[src/rtl/fir_sched_pkg.sv]
// Shared constants and types for the multi-channel FIR scheduler.
// NCH_DEF/DW_DEF are defaults only; the scheduler exposes NCH/DW as parameters.
package fir_sched_pkg;
    localparam int NCH_DEF  = 4;
    localparam int DW_DEF   = 32;
    localparam int NTAP     = 6;
    localparam int WARM_MAX = 6;
    localparam int CHW_DEF  = $clog2(NCH_DEF);

    typedef logic [CHW_DEF-1:0]       chan_t;
    typedef logic signed [DW_DEF-1:0] sample_t;
endpackage

[src/rtl/fir_channel_scheduler_if.sv]
// Sample-source and result-sink handshakes of the FIR channel scheduler.
// master = scheduler side, slave = sources/sink side.
interface fir_channel_scheduler_if #(
    parameter int NCH = fir_sched_pkg::NCH_DEF,
    parameter int DW  = fir_sched_pkg::DW_DEF
) ();
    logic [NCH-1:0]          s_valid;
    logic [NCH-1:0][DW-1:0]  s_data;
    logic [NCH-1:0]          s_ready;
    logic                    m_valid;
    logic [DW-1:0]           m_data;
    logic [$clog2(NCH)-1:0]  m_chan;
    logic                    m_warm;
    logic                    m_ready;

    modport master (
        input  s_valid, s_data, m_ready,
        output s_ready, m_valid, m_data, m_chan, m_warm
    );

    modport slave (
        output s_valid, s_data, m_ready,
        input  s_ready, m_valid, m_data, m_chan, m_warm
    );
endinterface

[src/rtl/fir_rr_arbiter.sv]
// Combinational round-robin picker: first requester at or above ptr, wrapping.
// The pointer register lives in the parent.
module fir_rr_arbiter
    import fir_sched_pkg::*;
#(
    parameter int NCH = NCH_DEF
) (
    input  logic [NCH-1:0]         req,
    input  logic [$clog2(NCH)-1:0] ptr,
    input  logic                   en,
    output logic [NCH-1:0]         gnt,
    output logic [$clog2(NCH)-1:0] gnt_idx
);
    localparam int CW = $clog2(NCH);

    logic          found;
    logic [CW-1:0] sel;
    int            idx;

    always_comb begin
        gnt     = '0;
        gnt_idx = '0;
        found   = 1'b0;
        idx     = 0;
        sel     = '0;
        for (int i = 0; i < NCH; i++) begin
            idx = int'(ptr) + i;
            if (idx >= NCH) idx = idx - NCH;
            sel = CW'(idx);
            if (en && !found && req[sel]) begin
                found      = 1'b1;
                gnt[sel]   = 1'b1;
                gnt_idx    = sel;
            end
        end
    end
endmodule

[src/rtl/fir_channel_scheduler.sv]
// Time-shares one external combinational 6-tap FIR core among NCH channels:
// per-channel delay lines, round-robin grant, one issue stage and a registered result.
module fir_channel_scheduler
    import fir_sched_pkg::*;
#(
    parameter int NCH = NCH_DEF,
    parameter int DW  = DW_DEF
) (
    input  logic                    clk,
    input  logic                    rst_n,
    input  logic                    clear,
    fir_channel_scheduler_if.master bus,
    output logic [NTAP-1:0][DW-1:0] core_in,
    input  logic [DW-1:0]           core_out,
    output logic                    busy
);
    localparam int CW = $clog2(NCH);
    localparam int WW = $clog2(WARM_MAX + 1);

    logic [NCH-1:0][NTAP-1:0][DW-1:0] taps, taps_nxt;
    logic [NCH-1:0][WW-1:0]           warm_cnt, warm_nxt;
    logic [CW-1:0]                    rr_ptr, ptr_nxt, p_chan, gnt_idx;
    logic [NCH-1:0]                   gnt;
    logic                             p_valid;
    logic                             stall, slot_free, arb_en, accept, issue;

    assign stall     = bus.m_valid & ~bus.m_ready;
    assign slot_free = ~bus.m_valid | bus.m_ready;
    // rst_n in the enable keeps s_ready low during reset even though it is combinational.
    assign arb_en    = rst_n & ~clear & ~(p_valid & stall);
    assign accept    = |gnt;
    assign issue     = p_valid & slot_free;
    assign ptr_nxt   = (gnt_idx == CW'(NCH - 1)) ? '0 : gnt_idx + 1'b1;

    fir_rr_arbiter #(.NCH(NCH)) u_arb (
        .req     (bus.s_valid),
        .ptr     (rr_ptr),
        .en      (arb_en),
        .gnt     (gnt),
        .gnt_idx (gnt_idx)
    );

    assign bus.s_ready = gnt;
    assign core_in     = p_valid ? taps[p_chan] : '0;
    assign busy        = p_valid | bus.m_valid;

    for (genvar k = 0; k < NCH; k++) begin : g_ch
        assign taps_nxt[k] = gnt[k] ? {taps[k][NTAP-2:0], bus.s_data[k]} : taps[k];
        assign warm_nxt[k] = (gnt[k] && warm_cnt[k] != WW'(WARM_MAX)) ? warm_cnt[k] + 1'b1
                                                                       : warm_cnt[k];
    end

    // The core sees pre-edge taps, so an accept into the draining channel is safe.
    always_ff @(posedge clk or negedge rst_n) begin
        if (!rst_n) begin
            taps        <= '0;
            warm_cnt    <= '0;
            rr_ptr      <= '0;
            p_valid     <= 1'b0;
            p_chan      <= '0;
            bus.m_valid <= 1'b0;
            bus.m_data  <= '0;
            bus.m_chan  <= '0;
            bus.m_warm  <= 1'b0;
        end else if (clear) begin
            taps        <= '0;
            warm_cnt    <= '0;
            rr_ptr      <= '0;
            p_valid     <= 1'b0;
            p_chan      <= '0;
            bus.m_valid <= 1'b0;
        end else begin
            taps     <= taps_nxt;
            warm_cnt <= warm_nxt;
            if (accept) begin
                p_valid <= 1'b1;
                p_chan  <= gnt_idx;
                rr_ptr  <= ptr_nxt;
            end else if (issue) begin
                p_valid <= 1'b0;
            end
            if (issue) begin
                bus.m_valid <= 1'b1;
                bus.m_data  <= core_out;
                bus.m_chan  <= p_chan;
                bus.m_warm  <= (warm_cnt[p_chan] == WW'(WARM_MAX));
            end else if (bus.m_ready) begin
                bus.m_valid <= 1'b0;
            end
        end
    end
endmodule
[src/flat_wrapper.sv]
// flat-port wrapper written by rule: the top's interface ports become plain ports
module fir_channel_scheduler_flat import fir_sched_pkg::*;
#(
    parameter int NCH = NCH_DEF,
    parameter int DW  = DW_DEF
)
  (clk, rst_n, clear, core_in, core_out, busy, bus_s_valid, bus_s_data, bus_m_ready, bus_s_ready, bus_m_valid, bus_m_data, bus_m_chan, bus_m_warm);
  fir_channel_scheduler_if #(.NCH(NCH), .DW(DW)) bus_i ();
  input  logic clk;
  input  logic rst_n;
  input  logic clear;
  output logic [NTAP-1:0][DW-1:0] core_in;
  input  logic [DW-1:0] core_out;
  output logic busy;
  input wire logic [$bits(bus_i.s_valid)-1:0] bus_s_valid;
  input wire logic [$bits(bus_i.s_data)-1:0] bus_s_data;
  input wire logic [$bits(bus_i.m_ready)-1:0] bus_m_ready;
  output wire logic [$bits(bus_i.s_ready)-1:0] bus_s_ready;
  output wire logic [$bits(bus_i.m_valid)-1:0] bus_m_valid;
  output wire logic [$bits(bus_i.m_data)-1:0] bus_m_data;
  output wire logic [$bits(bus_i.m_chan)-1:0] bus_m_chan;
  output wire logic [$bits(bus_i.m_warm)-1:0] bus_m_warm;
  assign bus_i.s_valid = bus_s_valid;
  assign bus_i.s_data = bus_s_data;
  assign bus_i.m_ready = bus_m_ready;
  assign bus_s_ready = bus_i.s_ready;
  assign bus_m_valid = bus_i.m_valid;
  assign bus_m_data = bus_i.m_data;
  assign bus_m_chan = bus_i.m_chan;
  assign bus_m_warm = bus_i.m_warm;
  fir_channel_scheduler #(.NCH(NCH), .DW(DW)) u_core (.clk(clk), .rst_n(rst_n), .clear(clear), .bus(bus_i), .core_in(core_in), .core_out(core_out), .busy(busy));
endmodule
[config.mk]
export PLATFORM = sky130hd
export DESIGN_NAME = fir_channel_scheduler_flat
export DESIGN_NICKNAME = d
export VERILOG_FILES = /design/src/rtl/fir_sched_pkg.sv /design/src/rtl/fir_channel_scheduler_if.sv /design/src/rtl/fir_rr_arbiter.sv /design/src/rtl/fir_channel_scheduler.sv /design/src/flat_wrapper.sv
export SDC_FILE = /design/constraint.sdc
export NUM_CORES = 1
export LEC_CHECK = 0
export CAP_MARGIN = 10
export CORE_MARGIN = 2
export CORE_UTILIZATION = 40
export DETAILED_ROUTE_END_ITERATION = 10
export PLACE_DENSITY = 0.58
export SETUP_SLACK_MARGIN = 0.1
export SLEW_MARGIN = 10
export SYNTH_ARGS = -nofsm -noshare
export SYNTH_HDL_FRONTEND = slang
export SYNTH_SLANG_ARGS = --single-unit
[constraint.sdc]
create_clock -name clk -period 4.22 [get_ports clk]
set_input_delay 0.422 -clock clk [delete_from_list [all_inputs] [get_ports clk]]
set_output_delay 0.422 -clock clk [all_outputs]
set_load 0.05 [all_outputs]
=== Yosys cells after proc, flatten, opt, wreduce, memory -nomap -nowiden ===
Index checks and enable logic that the tools add are counted.

* Input port bits: 168
* Register bits: 821

* Reductions and logical operators: 31
* Bitwise operators: 14
* Add/subtract/negate cells: 12
* Magnitude comparators: 13
* Multiplexer cells: 57
* Equal/unequal tests: 6

{| class="wikitable"
|+ Operator list
! operator !! number
|-
| $mux 192 || 6
|-
| $mux 768 || 1
|-
| $bmux 192 s2 || 1
|-
| $mux 2 || 13
|-
| $reduce_bool 2->1 || 9
|-
| $mux 1 || 17
|-
| $mux 4 || 4
|-
| $logic_and 1x1->1 || 15
|-
| $lt 2x3->1 const B || 5
|-
| $mux 3 || 5
|-
| $add 3x1->3 const B || 4
|-
| $mux 12 || 1
|-
| $ne 3x3->1 const B || 4
|-
| $or 4x4->4 || 3
|-
| $ge 3x3->1 const B || 3
|-
| $bmux 1 s2 || 4
|-
| $demux 1 s2 || 4
|-
| $ge 2x1->1 const B || 4
|-
| $sub 2x1->2 const B || 4
|-
| $add 2x2->3 const B || 2
|-
| $bmux 3 s2 || 1
|-
| $reduce_bool 3->1 || 2
|-
| $and 1x1->1 || 5
|-
| $not 1->1 || 4
|-
| 9 further kinds || 12
|}

=== Longest topological paths before layout ===
* Depth in word-level cells: 23
* Gate-level depth with buffers: 12
* Mapped depth without buffers: 9

=== Hierarchy ===
A second synthesis with hierarchy kept.

* Cell total of the unflattened synthesis: 3166
* Area total of the unflattened synthesis: 39440.3 um2

{| class="wikitable"
|+ Modules (own cells, without submodules)
! module !! sequential area each (um2) !! times used !! cells each !! area each (um2)
|-
| fir_channel_scheduler || 20544.7 || 1 || 3095 || 38803.5
|-
| fir_rr_arbiter || 0.0 || 1 || 71 || 636.9
|}

=== Worst setup path before layout ===
Ideal clock, no wire load.

* Path type: register -> output
* Start: register u_core.rr_ptr[0]
* End: output port bus_s_ready[1]
* Setup slack: 0.889 ns
* Cell stages (with the launch flop): 10
* Arrival: 2.909 ns
* Cell sequence: dfrtp_1 > buf_2 > inv_1 > ha_1 > mux4_2 > nand2b_1 > nor2_2 > a221oi_4 > clkinv_2 > buf_2

* Cells in the longest elaborated chain, start to end: 18

{| class="wikitable"
|+ RTL lines
! item !! RTL line !! RTL
|-
| start: declaration || fir_channel_scheduler.sv:22 || <nowiki>logic [CW-1:0] rr_ptr, ptr_nxt, p_chan, gnt_idx;</nowiki>
|-
| start signal: assignment || fir_channel_scheduler.sv:78 || <nowiki>rr_ptr <= ptr_nxt;</nowiki>
|-
| parallel branches: the longest is 17 deep, another holds $add 2x1->3 || n/a ||
|-
| $mux 4 (*) || fir_rr_arbiter.sv:30 || <nowiki>if (en && !found && req[sel]) begin</nowiki>
|-
| end: declaration || flat_wrapper.sv:18 || <nowiki>output wire logic [$bits(bus_i.s_ready)-1:0] bus_s_ready;</nowiki>
|}

Every way passes the cells marked *. The select of a mux whose other input is x is not followed.

==> flow_metrics.py <==
metrics = {
    "run_status": {
        "status": "finished, final reports clean",
    },
    "logic_synthesis": {
        "yosys_warnings": 0,
        "synth_area_leaders": "dfrtp_1 53%, nand2_1 15%, mux4_2 11%",
        "synth_seq_cells": 821,
        "syn_avg_cell_area_um2": 9.65,
        "yosys.area.top_type": "dfrtp_1",
        "ys_async_sr_fraction_pct": 100,
        "ys_seq_area_share_pct": 53.2,
        "synthesis.nets": 4187,
        "synth_top_area_share_pct": 53.2,
        "synth_area_um2": 38600,
        "synthCells": 4003,
        "synth_edf_count": 0,
        "synth_ff_type": "dfrtp_1",
        "synthDistinctLibCells": 43,
    },
    "critical_path": {
        "cp.required_ns": 3.80,
        "cp_data_arrival_time_ns": 3.52,
        "path_class": "reg -> out",
        "critPathCaptureType": "primary output",
        "crit_path_max_fanout": 34,
        "start_kind": "flop",
    },
    "power_and_ir_drop": {
        "p_switching_mw": 6.76,
        "leakage_nw": 18.4,
        "power_per_cell_area_nw_per_um2": 450,
        "power_frac_seq_pct": 40.6,
        "ir_worst_vdd_mv": 0.326,
        "swShare_pct": 32.2,
        "p_comb_share_pct": 22.2,
        "power_mw": 21.0,
        "p_clk_share_pct": 37.2,
        "p_int_mw": 14.3,
    },
    "cts": {
        "numCtsBuffers": 86,
        "ctsRootBufferMaster": "clkbuf_16",
        "cts_tree": "done",
        "clkSinkCount": 821,
        "cts_max_level": 3,
        "post-cts-setup-buffers": 0,
        "clkTransAtPathRegs_ns": 0.06,
        "clock_latency_ns": 0.66,
        "clock_path_buffers": 3,
    },
    "grt": {
        "met1_usage_pct": 41.3,
        "grt_pass1_wl_um": 193000,
        "grt_max_degree": 208,
        "grt_antenna_before_repair": 8,
        "grtUsageMet2_pct": 33.5,
        "top_usage_layer": "met1",
        "met3_usage_pct": 5.01,
        "track_usage_pct": 25.2,
        "grt_overflow_total": 0,
        "grt_pass1_vias": 29938,
    },
    "final_layout": {
        "fin_util_pct": 48.6,
        "fin_cells": 5586,
        "layout.nets": 4425,
        "syn_to_final_growth_pct": 21.0,
        "drive_above_1_share_pct": 10.9,
    },
    "drt": {
        "drt-initial-drc-count": 3408,
        "firstDrtPassIters": 5,
        "wl_per_cell_um": 22.5,
        "ant_nets": 0,
        "vias_per_cell": 5.49,
        "vias": 30680,
        "drt-total-wl_um": 126000,
        "drt_drc_violations_left": 0,
    },
    "placed_design": {
        "pre_cts_ws_ns": 0.524,
        "place_inst": 5428,
        "gp_congestion": 0.827,
        "hpwl_um": 79200,
        "portBuffers": 400,
    },
    "sta": {
        "period_minus_slack_ns": 3.94,
        "slew_headroom_pct": 25.0,
        "slew_viol_final": 0,
        "worstMarginPinSlew_ns": 1.12,
        "rsz0062_at_grt": "false",
        "timing.final.ws_setup_ns": 0.275,
        "finalCritPeriodShare_pct": 93.5,
        "fin_skew_ns": 0.0279,
        "clock.fmax_ghz": 0.253,
        "hold_viol": 0,
        "tns_ns": 0,
        "setup_viol": 0,
    },
    "job": {
        "drv_cap": 0,
    },
    "floorplan": {
        "coreArea_um2": 96300,
        "io_pins": 401,
        "start_util_pct": 40.1,
        "die_w_um": 315,
        "row_count": 114,
        "die_area_um2": 99100,
        "die_h_um": 315,
    },
    "worst_hold_path": {
        "hp-class": "in -> reg",
    },
}
## per-layer routing
layer	vias up	part of all wire, %	wire length (um)
met5	-	0.0095	12
met4	2	2.0	2560
met3	143	8.1	10200
met2	1252	41	51900
met1	15425	49	61100
li1	13858	-	-
## sequential cells by signal (all words and copies together), names as in the netlist
signal,count
u_core.bus.m_chan,2
u_core.bus.m_data,32
u_core.bus.m_valid,1
u_core.bus.m_warm,1
u_core.p_chan,2
u_core.p_valid,1
u_core.rr_ptr,2
u_core.taps,768
u_core.warm_cnt,12
## timing repair
action / in CTS / in global routing
hold buffers: 1 / 0
endpoints found under the hold margin: 34 / 0
setup endpoints to repair: 0 / 0
gates resized for setup: 0 / 0
## layout make-up
cell class	count	area (um^2)
fill	9088	49500
clock inverter	29	307
tap	1276	1600
sequential	821	20600
multi-input combinational	2845	16500
inverter	12	75.1
clock buffer	124	2600
antenna	4	10.0
timing repair buffer	475	5070
## worst max-delay path: stages, from the launching register on
cell,delay (ns)
dfrtp_4,0.86
buf_12,0.37
mux4_2,0.70
and2_1,0.22
clkdlybuf4s50_1,0.70
## layout by cell type, fill, tap and decap left out, types with 36 or more instances in the layout
master | synthesis | layout
a21oi_1 | 786 | 786
clkdlybuf4s50_1 | 0 | 394
buf_4 | 57 | 38
buf_12 | 0 | 40
and2_1 | 196 | 196
nand2_1 | 1548 | 1548
dfrtp_1 | 821 | 818
mux2_2 | 36 | 36
clkbuf_16 | 0 | 89
mux4_2 | 196 | 196
## power by group through the flow
stage / clock network (mW) / registers (mW) / logic (mW)
after global placement: 0 / 8.67 / 4.69
after floorplan: 0 / 9.09 / 2.41
after global routing: 8.30 / 8.58 / 4.96
after detailed placement: 0 / 8.68 / 4.71
after CTS: 7.96 / 8.54 / 4.71
final: 7.81 / 8.54 / 4.66
## synth_stat cells, types with 2 or more instances
library cell,number
clkbuf_1,207
nand4_1,2
clkbuf_4,3
buf_4,57
a221oi_4,4
inv_1,8
nand2_1,1548
buf_1,29
ha_1,16
nand2b_1,3
a21oi_1,786
buf_2,24
clkinv_2,4
or3_1,8
nor3_1,5
mux2_2,36
and4b_1,4
mux4_2,196
dfrtp_1,821
buf_6,5
o21ai_0,10
nand3b_1,4
mux2i_1,4
nor2_1,5
and2_1,196
## stage by stage
stage | instance area [um^2] | hold slack, ns
4_1_cts | 46700 | 0.122
5_1_grt | 46700 | 0.143
2_1_floorplan | 38600 | 0.126
3_3_place_gp | 43800 | 0.338
3_5_place_dp | 43800 | 0.338
6_report | 46700 | 0.149
## final timing paths
kind                                       start               endpoint  slack (ns)  cells past startpoint
max                             u_core.p_chan[0]            core_in[31]        0.28                      4
min in group asynchronous                  rst_n       u_core.taps[184]        0.28                      2
max reg2reg                     u_core.rr_ptr[0]       u_core.p_chan[0]        0.74                      9
min reg2reg                u_core.bus.m_data[28]  u_core.bus.m_data[28]        0.50                      1
min                                        clear       u_core.taps[250]        0.15                      2
max in group asynchronous                  rst_n       u_core.taps[581]        1.77                      4
## kinds of logic (layout without fill, tap and decap cells)
kind of cell	after synthesis	after routing	synth area share, %
compound gates	810	810	10.8
xor+xnor	1	1	0.0227
buf+inv	337	640	4.04
mux	236	236	12.6
simple gates	1782	1782	18.9
other cells	0	4	0
flops	821	821	53.2
fa+ha+maj	16	16	0.518
(Power assumes the default switching activity.)
